### config.mk
export PLATFORM = sky130hd
export DESIGN_NAME = muldiv_unit_flat
export DESIGN_NICKNAME = d
export VERILOG_FILES = /design/src/rtl/muldiv_unit_if.sv /design/src/rtl/muldiv_unit.sv /design/src/flat_wrapper.sv
export SDC_FILE = /design/constraint.sdc
export NUM_CORES = 1
export LEC_CHECK = 0
export BUFFER_PORTS_ARGS = -buffer_cell sky130_fd_sc_hd__buf_2
export CORE_AREA = 2 2 202 402
export CTS_CLUSTER_SIZE = 8
export DETAILED_ROUTE_END_ITERATION = 12
export DIE_AREA = 0 0 204 404
export PLACE_DENSITY_LB_ADDON = 0.25
export SLEW_MARGIN = 25
export SYNTH_ARGS = -nofsm -noshare
export SYNTH_HDL_FRONTEND = slang
export SYNTH_SLANG_ARGS = --single-unit
export TNS_END_PERCENT = 50
### constraint.sdc
create_clock -name clk -period 8.3 [get_ports clk]
set_clock_uncertainty 0.05 [all_clocks]
set_input_delay 0.415 -clock clk [delete_from_list [all_inputs] [get_ports clk]]
set_output_delay 0.415 -clock clk [all_outputs]
set_load 0.05 [all_outputs]
### src/rtl/muldiv_unit_if.sv
// Request/response bundle between the core (master) and the iterative RV32M
// multiply/divide unit (slave).
interface muldiv_unit_if #(
  parameter int unsigned XLEN = 32
);
  logic            start;
  logic [2:0]      funct3;
  logic [XLEN-1:0] operandA;
  logic [XLEN-1:0] operandB;
  logic [4:0]      rd_in;
  logic            busy;
  logic            done;
  logic [XLEN-1:0] result;
  logic [4:0]      rd_out;

  modport master (
    output start, funct3, operandA, operandB, rd_in,
    input  busy, done, result, rd_out
  );

  modport slave (
    input  start, funct3, operandA, operandB, rd_in,
    output busy, done, result, rd_out
  );
endinterface

### src/rtl/muldiv_unit.sv
// Iterative RV32M multiply (shift-add) / divide (restoring), one bit per cycle.
// Define MULDIV_EARLY_EN to finish divide-by-zero and signed overflow right after start.
module muldiv_unit #(
  parameter int unsigned XLEN = 32
) (
  input logic          clk,
  input logic          rst_n,
  muldiv_unit_if.slave bus
);
  localparam int unsigned CntW = $clog2(XLEN) + 1;
`ifdef MULDIV_EARLY_EN
  localparam bit EarlyEn = 1'b1;
`else
  localparam bit EarlyEn = 1'b0;
`endif

  typedef enum logic [1:0] {StIdle, StCalc, StDone} state_e;

  state_e            state_q, state_d;
  logic [CntW-1:0]   cnt_q, cnt_d;
  logic [2:0]        op_q, op_d;
  logic [4:0]        rd_q, rd_d;
  logic              neg_a_q, neg_a_d, neg_b_q, neg_b_d;
  logic              dz_q, dz_d, ovf_q, ovf_d, early_q, early_d;
  logic [XLEN-1:0]   a_q, a_d, b_q, b_d, opa_q, opa_d, res_q, res_d;
  logic [XLEN-1:0]   rem_q, rem_d;
  logic [2*XLEN-1:0] acc_q, acc_d;

  logic              in_sa, in_sb, in_dz, in_ovf;
  logic [XLEN:0]     mul_sum, div_shift, div_diff;
  logic [2*XLEN-1:0] prod_nxt, prod_fix;
  logic [XLEN-1:0]   quo_nxt, quo_fix, rem_nxt, rem_fix;

  assign in_sa  = (bus.funct3 == 3'b001) || (bus.funct3 == 3'b010) ||
                  (bus.funct3 == 3'b100) || (bus.funct3 == 3'b110);
  assign in_sb  = (bus.funct3 == 3'b001) || (bus.funct3 == 3'b100) ||
                  (bus.funct3 == 3'b110);
  assign in_dz  = bus.funct3[2] && (bus.operandB == '0);
  assign in_ovf = bus.funct3[2] && !bus.funct3[0] &&
                  (bus.operandA == {1'b1, {(XLEN-1){1'b0}}}) && (&bus.operandB);

  // Multiplier lives in the low half of acc and is consumed from bit 0.
  assign mul_sum  = {1'b0, acc_q[2*XLEN-1:XLEN]} + (acc_q[0] ? {1'b0, a_q} : '0);
  assign prod_nxt = {mul_sum, acc_q[XLEN-1:1]};
  assign prod_fix = (neg_a_q ^ neg_b_q) ? -prod_nxt : prod_nxt;

  // Shifted partial remainder is always < 2*divisor, so the top bit of the
  // difference is a valid borrow.
  assign div_shift = {rem_q, a_q[XLEN-1]};
  assign div_diff  = div_shift - {1'b0, b_q};
  assign quo_nxt   = {a_q[XLEN-2:0], ~div_diff[XLEN]};
  assign rem_nxt   = div_diff[XLEN] ? div_shift[XLEN-1:0] : div_diff[XLEN-1:0];

  always_comb begin
    quo_fix = (neg_a_q ^ neg_b_q) ? -quo_nxt : quo_nxt;
    rem_fix = neg_a_q ? -rem_nxt : rem_nxt;
    if (dz_q) begin
      quo_fix = '1;
      rem_fix = opa_q;
    end else if (ovf_q) begin
      quo_fix = {1'b1, {(XLEN-1){1'b0}}};
      rem_fix = '0;
    end
  end

  always_comb begin
    state_d = state_q;
    cnt_d   = cnt_q;
    op_d    = op_q;
    rd_d    = rd_q;
    neg_a_d = neg_a_q;
    neg_b_d = neg_b_q;
    dz_d    = dz_q;
    ovf_d   = ovf_q;
    early_d = early_q;
    a_d     = a_q;
    b_d     = b_q;
    opa_d   = opa_q;
    res_d   = res_q;
    rem_d   = rem_q;
    acc_d   = acc_q;
    unique case (state_q)
      StIdle: begin
        if (bus.start) begin
          state_d = StCalc;
          cnt_d   = '0;
          op_d    = bus.funct3;
          rd_d    = bus.rd_in;
          neg_a_d = in_sa && bus.operandA[XLEN-1];
          neg_b_d = in_sb && bus.operandB[XLEN-1];
          dz_d    = in_dz;
          ovf_d   = in_ovf;
          early_d = EarlyEn && (in_dz || in_ovf);
          a_d     = (in_sa && bus.operandA[XLEN-1]) ? -bus.operandA : bus.operandA;
          b_d     = (in_sb && bus.operandB[XLEN-1]) ? -bus.operandB : bus.operandB;
          opa_d   = bus.operandA;
          rem_d   = '0;
          acc_d   = {{XLEN{1'b0}}, b_d};
        end
      end
      StCalc: begin
        cnt_d = cnt_q + CntW'(1);
        if (op_q[2]) begin
          a_d   = quo_nxt;
          rem_d = rem_nxt;
        end else begin
          acc_d = prod_nxt;
        end
        if ((cnt_q == CntW'(XLEN - 1)) || early_q) begin
          state_d = StDone;
          case (op_q)
            3'b000:                 res_d = prod_fix[XLEN-1:0];
            3'b001, 3'b010, 3'b011: res_d = prod_fix[2*XLEN-1:XLEN];
            3'b100, 3'b101:         res_d = quo_fix;
            default:                res_d = rem_fix;
          endcase
        end
      end
      StDone:  state_d = StIdle;
      default: state_d = StIdle;
    endcase
  end

  always_ff @(posedge clk or negedge rst_n) begin
    if (!rst_n) begin
      state_q <= StIdle;
      cnt_q   <= '0;
      op_q    <= '0;
      rd_q    <= '0;
      neg_a_q <= 1'b0;
      neg_b_q <= 1'b0;
      dz_q    <= 1'b0;
      ovf_q   <= 1'b0;
      early_q <= 1'b0;
      a_q     <= '0;
      b_q     <= '0;
      opa_q   <= '0;
      res_q   <= '0;
      rem_q   <= '0;
      acc_q   <= '0;
    end else begin
      state_q <= state_d;
      cnt_q   <= cnt_d;
      op_q    <= op_d;
      rd_q    <= rd_d;
      neg_a_q <= neg_a_d;
      neg_b_q <= neg_b_d;
      dz_q    <= dz_d;
      ovf_q   <= ovf_d;
      early_q <= early_d;
      a_q     <= a_d;
      b_q     <= b_d;
      opa_q   <= opa_d;
      res_q   <= res_d;
      rem_q   <= rem_d;
      acc_q   <= acc_d;
    end
  end

  assign bus.busy   = (state_q != StIdle);
  assign bus.done   = (state_q == StDone);
  assign bus.result = res_q;
  assign bus.rd_out = rd_q;
endmodule

### src/flat_wrapper.sv
// flat-port wrapper written by rule: the top's interface ports become plain ports
module muldiv_unit_flat 
#(
  parameter int unsigned XLEN = 32
)
  (clk, rst_n, bus_start, bus_funct3, bus_operandA, bus_operandB, bus_rd_in, bus_busy, bus_done, bus_result, bus_rd_out);
  muldiv_unit_if #(.XLEN(XLEN)) bus_i ();
  input logic clk;
  input logic rst_n;
  input wire logic [$bits(bus_i.start)-1:0] bus_start;
  input wire logic [$bits(bus_i.funct3)-1:0] bus_funct3;
  input wire logic [$bits(bus_i.operandA)-1:0] bus_operandA;
  input wire logic [$bits(bus_i.operandB)-1:0] bus_operandB;
  input wire logic [$bits(bus_i.rd_in)-1:0] bus_rd_in;
  output wire logic [$bits(bus_i.busy)-1:0] bus_busy;
  output wire logic [$bits(bus_i.done)-1:0] bus_done;
  output wire logic [$bits(bus_i.result)-1:0] bus_result;
  output wire logic [$bits(bus_i.rd_out)-1:0] bus_rd_out;
  assign bus_i.start = bus_start;
  assign bus_i.funct3 = bus_funct3;
  assign bus_i.operandA = bus_operandA;
  assign bus_i.operandB = bus_operandB;
  assign bus_i.rd_in = bus_rd_in;
  assign bus_busy = bus_i.busy;
  assign bus_done = bus_i.done;
  assign bus_result = bus_i.result;
  assign bus_rd_out = bus_i.rd_out;
  muldiv_unit #(.XLEN(XLEN)) u_core (.clk(clk), .rst_n(rst_n), .bus(bus_i));
endmodule
==> After elaboration in Yosys (flattened, before gate mapping) <==
Index checks and enable logic that the tools add are counted.
{ "word_totals": {"rom_bits": 0, "latchBits": 0, "ram_bits": 0, "regBits": 244, "mem_count": 0} }
{ "op_classes": {"n_mul": 0, "n_lt_le_gt_ge": 0, "shift": 0, "div_mod_pow": 0, "n_addsub": 8, "muxes": 26, "n_reduce_logical": 26, "n_bitwise": 2, "n_eq_ne": 17} }
{ "ops": {"columns": ["cell", "count"], "rows": [
  ["32-bit two-way mux", 14],
  ["64-bit two-way mux", 3],
  ["32-bit negator", 4],
  ["32-bit case mux with 2 select lines", 2],
  ["64-bit case mux with 2 select lines", 1],
  ["32-bit case mux with 3 select lines", 1],
  ["64-bit negator", 1],
  ["32-bit by 33-bit adder with 33-bit output", 1],
  ["33-bit by 32-bit subtractor with 33-bit output", 1],
  ["32-bit equality test (second input constant)", 1],
  ["32-bit logical NOT", 1],
  ["32-bit AND reduction", 1],
  ["3-bit equality test (second input constant)", 4],
  ["6-bit case mux with 2 select lines", 1],
  ["3-bit by 2-bit equality test with 1-bit output (second input constant)", 3],
  ["2-bit AND reduction", 4],
  ["6-bit by 1-bit adder with 6-bit output (second input constant)", 1],
  ["3-bit by 1-bit equality test with 1-bit output (second input constant)", 2],
  ["6-bit by 5-bit equality test with 1-bit output (second input constant)", 1],
  ["1-bit logical AND", 6],
  ["6-bit two-way mux", 1],
  ["3-bit AND reduction", 2],
  ["1-bit logical OR", 5],
  ["2-bit two-way mux", 2],
  ["13 further kinds", 16]
]} }

==> Logic depth before layout (Yosys ltp) <==
{ "depth": {"ltp_word": 8, "mapped_depth": 25, "depth_no_buf": 23} }

==> Worst setup path before layout <==
OpenSTA, ideal clock, no wires.
{ "synth_timing": {"path_kind": "register -> register", "start": "register u_core.a_q[31]", "end": "register u_core.res_q[28], in the netlist u_core.bus.result[28]", "t_arrival_ns": 4.992, "path_slack_ns": 3.124, "period_less_slack_ns": 5.176, "setup_time_ns": 0.134, "path_stages_with_launch": 25, "path_cell_list": "dfrtp_1 > inv_1 > ha_1 > inv_1 > fa_1 > a211oi_2 > o211ai_1 > nand2_1 > o31a_1 > o211ai_2 > xor2_2 > inv_2 > buf_1 > clkbuf_1 > mux2i_1 > ha_1 > a21bo_2 > nor4b_1 > nand3b_1 > nor3_1 > o211ai_1 > o31ai_1 > xnor2_1 > a221oi_1 > o31ai_1"} }
{ "synth_via": {"elab_chain_len": 7} }
{ "synth_rtl": {"columns": ["element", "line_no", "text"], "rows": [
  ["from (decl)", "muldiv_unit.sv:25", "logic [XLEN-1:0] a_q, a_d, b_q, b_d, opa_q, opa_d, res_q, res_d;"],
  ["from (signal assigned)", "muldiv_unit.sv:135", "a_q <= '0;"],
  ["from (signal assigned)", "muldiv_unit.sv:151", "a_q <= a_d;"],
  ["33-bit by 32-bit subtractor with 33-bit output", "muldiv_unit.sv:50", "assign div_diff = div_shift - {1'b0, b_q};"],
  ["32-bit two-way mux or 1-bit NOT (tied branches)", "muldiv_unit.sv:52, muldiv_unit.sv:51", null],
  ["32-bit negator (on tied branches)", "muldiv_unit.sv:56, muldiv_unit.sv:55", null],
  ["32-bit two-way mux (on tied branches)", "muldiv_unit.sv:56, muldiv_unit.sv:55", null],
  ["32-bit two-way mux", "muldiv_unit.sv:60", "end else if (ovf_q) begin"],
  ["32-bit two-way mux", "muldiv_unit.sv:57", "if (dz_q) begin"],
  ["32-bit case mux with 3 select lines *", "muldiv_unit.sv:111", "case (op_q)"],
  ["to (signal assigned)", "muldiv_unit.sv:154", "res_q <= res_d;"],
  ["to (decl)", "muldiv_unit.sv:25", null]
]} }
Every way passes the cells marked *; elsewhere a longest branch is shown, timed or not.
A chain may end at the register's enable or synchronous reset.

==> Final worst setup path <==
{ "layout_timing": {"start": "register u_core.a_q[31]", "end": "register u_core.res_q[10], in the netlist u_core.bus.result[10]"} }
The elaborated chain is that of the path after synthesis.

==> flow_summary.yaml <==
critical_path:
  arrival_ns: 6.17
  critPathKind: "reg -> reg"
  cp-end-kind: "register"
  critPathRequiredTime_ns: 8.66
  slowest_stage: "a211oi_1"
  crit_chain: "inv_1 -> ha_1 -> inv_1 -> fa_1 -> a211oi_2 -> o211ai_1 -> nand2_1 -> o31a_1 -> o211ai_2 -> xor2_4 -> inv_2 -> nor2_1 -> a21oi_1 -> ha_1 -> a21bo_2 -> nor4b_1 -> mux2i_1 -> o21ai_0 -> xnor2_1 -> nor3_1 -> a211oi_1 -> o31ai_1"
  start_kind: "register"
  rrSetupSlack_ns: 2.49
  max_stage_delay_ns: 0.64
  crit_fanout: 5
grt:
  grt_max_degree: 93
  grt-ovfl-total: 0
  antenna_found_initial: 9
  first_global_vias: 19500
  grt_usage: 0.225
  grt_pass1_wl_mm: 135
floorplanning:
  dieHeight_um: 404
  io_pins: 114
  die-area_um2: 82400
  coreArea_um2: 79300
  rows: 146
  fp.dieW_um: 204
  initial_core_util: 0.248
place:
  dpl.hpwl_mm: 73.8
  gp_congestion: 0.977
  port-buffer-count: 113
  preCtsSetupSlack_ns: 2.65
sta:
  max_slew_margin: 0.194
  fmax_mhz: 172
  fin_tns_setup_ns: 0
  period_share: 0.700
  worst_slew_pin_slew_ns: 1.21
  final.setup.worst_slack_ns: 2.49
  drv_slew: 0
  rsz0062_at_grt: "false"
  hold_viol: 0
  fin_crit_ns: 5.81
  setup_viol: 0
yosys:
  ys_seq_elements: 244
  synth_edf_count: 0
  async_flop_share: 1.00
  yosys-top-cells-area: "dfrtp_1 (31%), nand2_1 (7.8%), o21ai_0 (6.7%), a21oi_1 (5.8%), xor2_1 (5.0%)"
  yosysWarnings: 0
  syn_nets: 2689
  synthCells: 2541
  ys_seq_area_frac: 0.311
  yosysTopAreaCellShare: 0.311
  ys.flop_type: "dfrtp_1"
  synth_cell_types: 97
  syn_area_um2: 19600
  yosys.area.top_type: "dfrtp_1"
  syn_area_per_cell_um2: 7.73
layout:
  nets: 2735
  drive_gt1_frac: 0.0985
  area.growth.synth_to_final_pct: 13.9
power:
  p_int_mw: 4.52
  p_sw_frac: 0.540
  p_leak_nw: 9.42
  power_density_nw_per_um2: 440
  seq_power_share: 0.216
  pwr-share-comb: 0.639
  ir_drop_mv: 0.277
  power_switching_mw: 5.31
  pwr-share-clk: 0.144
cts:
  cts_tree: "built"
  cts_buffers: 36
  cts_resized: 0
  htreeDepth: 2
  clock_latency_ns: 0.57
  cts_max_path_buffers: 3
  path_clk_slew_ns: 0.06
  cts_root_buffer: "clkbuf_16"
  clkSinkCount: 244
route:
  via_per_inst: 5.34
  routedWlPerCell_um: 25.9
  drtPass1Iterations: 6
  vias: 19400
  drtIter0Drc: 1507
  drc: 0
  final_antenna_net_count: 0
  finalWirelength_mm: 93.9
worst_hold_path:
  worstHoldPathType: "in -> reg"
flow_run:
  drv_cap: 0
status:
  status: "finished clean"
-- worst max-delay path, delay by kind of cell, from the launching register on --
family / cells / cell delay, ns
AO/OA/AOI/OAI: 9 / 2.48
XOR/XNOR: 2 / 0.33
adder cells (fa/ha/maj): 3 / 0.89
buffers and inverters: 3 / 0.30
flip-flops: 1 / 0.45
multiplexers: 1 / 0.23
AND/OR/NAND/NOR: 4 / 0.89
-- power groups by stage --
stage                     registers [mW]  logic [mW]  clock network, mW
after global routing                2.16        6.80               1.48
final                               2.13        6.29               1.42
after CTS                           2.12        6.18               1.45
after floorplan                     1.89        4.22                  0
after detailed placement            2.13        6.15                  0
after global placement              2.13        6.17                  0
-- layout by cell type, fill, tap and decap left out, types with 18 or more instances in the layout --
cell type	count
nand3_1	31
a21oi_1	227
xor2_1	111
a211oi_1	23
o21ai_0	263
clkbuf_16	37
nand4_1	23
a31oi_1	24
or3_1	36
a22o_1	24
buf_4	43
inv_1	63
dfrtp_1	243
ha_1	71
nand2b_1	18
nand2_1	406
a21o_1	20
nor2_1	195
nor3_1	56
buf_2	112
o211ai_1	19
nor4_1	33
a221oi_1	20
and2_1	50
mux2i_1	40
o41ai_1	21
o31ai_1	42
xnor2_1	105
-- cell type report --
class	instances	area [µm²]
Inverter	65	244
Clock buffer	37	926
Fill cell	8760	56900
Clock inverter	2	50.0
Timing Repair Buffer	161	943
Sequential cell	244	6110
Antenna cell	6	15.0
Tap cell	1036	1300
Multi-Input combinational cell	2079	12800
-- synthesized netlist by cell type (all sizes together), types with 5 or more instances --
| library cell | count |
|---|---|
| nand2 | 408 |
| o21ai | 272 |
| dfrtp | 244 |
| a21oi | 230 |
| nor2 | 200 |
| clkbuf | 125 |
| xor2 | 113 |
| xnor2 | 107 |
| ha | 71 |
| inv | 65 |
| nor3 | 57 |
| and2 | 52 |
| o31ai | 43 |
| mux2i | 41 |
| or3 | 37 |
| nor4 | 35 |
| nand3 | 31 |
| buf | 28 |
| a211oi | 26 |
| a22o | 24 |
| a31oi | 24 |
| nand4 | 23 |
| o41ai | 22 |
| o211ai | 21 |
| a21o | 20 |
| a221oi | 20 |
| nand2b | 20 |
| and3 | 17 |
| or4 | 17 |
| or2 | 12 |
| nor2b | 10 |
| o22ai | 10 |
| o21a | 9 |
| a222oi | 7 |
| and4 | 7 |
| nand3b | 7 |
| o21bai | 6 |
| a211o | 5 |
| a32o | 5 |
| mux2 | 5 |
| o221ai | 5 |
-- through the flow --
stage / cells / utilization / hold WS [ns] / area [µm²] / total power [mW]
floorplan: 2541 / - / 0.0694 / 19600 / 6.12
global placement: 3580 / 0.269 / 0.388 / 21300 / 8.30
detailed placement: 3580 / 0.269 / 0.394 / 21300 / 8.28
CTS: 3623 / 0.282 / 0.00305 / 22300 / 9.75
global route: 3629 / 0.282 / 0.0170 / 22400 / 10.4
finish: 3630 / 0.282 / 0.0116 / 22400 / 9.84
-- sequential cells by signal, summed over array words and instances (netlist names), 2 cells and up --
register	count
u_core.a_q	32
u_core.acc_q	64
u_core.b_q	32
u_core.bus.rd_out	5
u_core.bus.result	32
u_core.cnt_q	6
u_core.op_q	3
u_core.opa_q	32
u_core.rem_q	32
u_core.state_q	2
-- per-layer routing --
layer | track usage | vias up | share of wire
met5 | 0 | - | 0.00049
met4 | 0.224 | 8 | 0.12
li1 | - | 9196 | -
met2 | 0.409 | 595 | 0.51
met3 | 0.0278 | 261 | 0.036
met1 | 0.213 | 9329 | 0.33
-- repair_timing --
action,4_1_cts,5_1_grt
hold buffers,4,0
hold endpoints to repair,75,0
buffers inserted,0,0
-- final timing paths --
kind | startpoint | endpoint | cells past startpoint
worst max-delay path | u_core.a_q[31]$_DFFE_PN0P_ | u_core.bus.result[10]$_DFFE_PN0P_ | 22
worst min-delay path | bus_rd_in[3] | u_core.bus.rd_out[3]$_DFFE_PN0P_ | 3
worst max register to register | u_core.a_q[31]$_DFFE_PN0P_ | u_core.bus.result[10]$_DFFE_PN0P_ | 22
worst min register to register | u_core.bus.rd_out[3]$_DFFE_PN0P_ | u_core.bus.rd_out[3]$_DFFE_PN0P_ | 2
max in group asynchronous | rst_n | u_core.acc_q[0]$_DFFE_PN0P_ | 3
min in group asynchronous | rst_n | u_core.b_q[3]$_DFFE_PN0P_ | 2
-- logic make-up after synthesis --
logic type,synth area share
and+or+nand+nor,0.225
AOI/OAI and AO/OA,0.252
DFF,0.311
xor gates and xnor gates,0.0985
buffers and inverters,0.0429
adders and majority gates,0.0473
muxes,0.0241
Note: power is estimated with default switching activity, not from simulation.
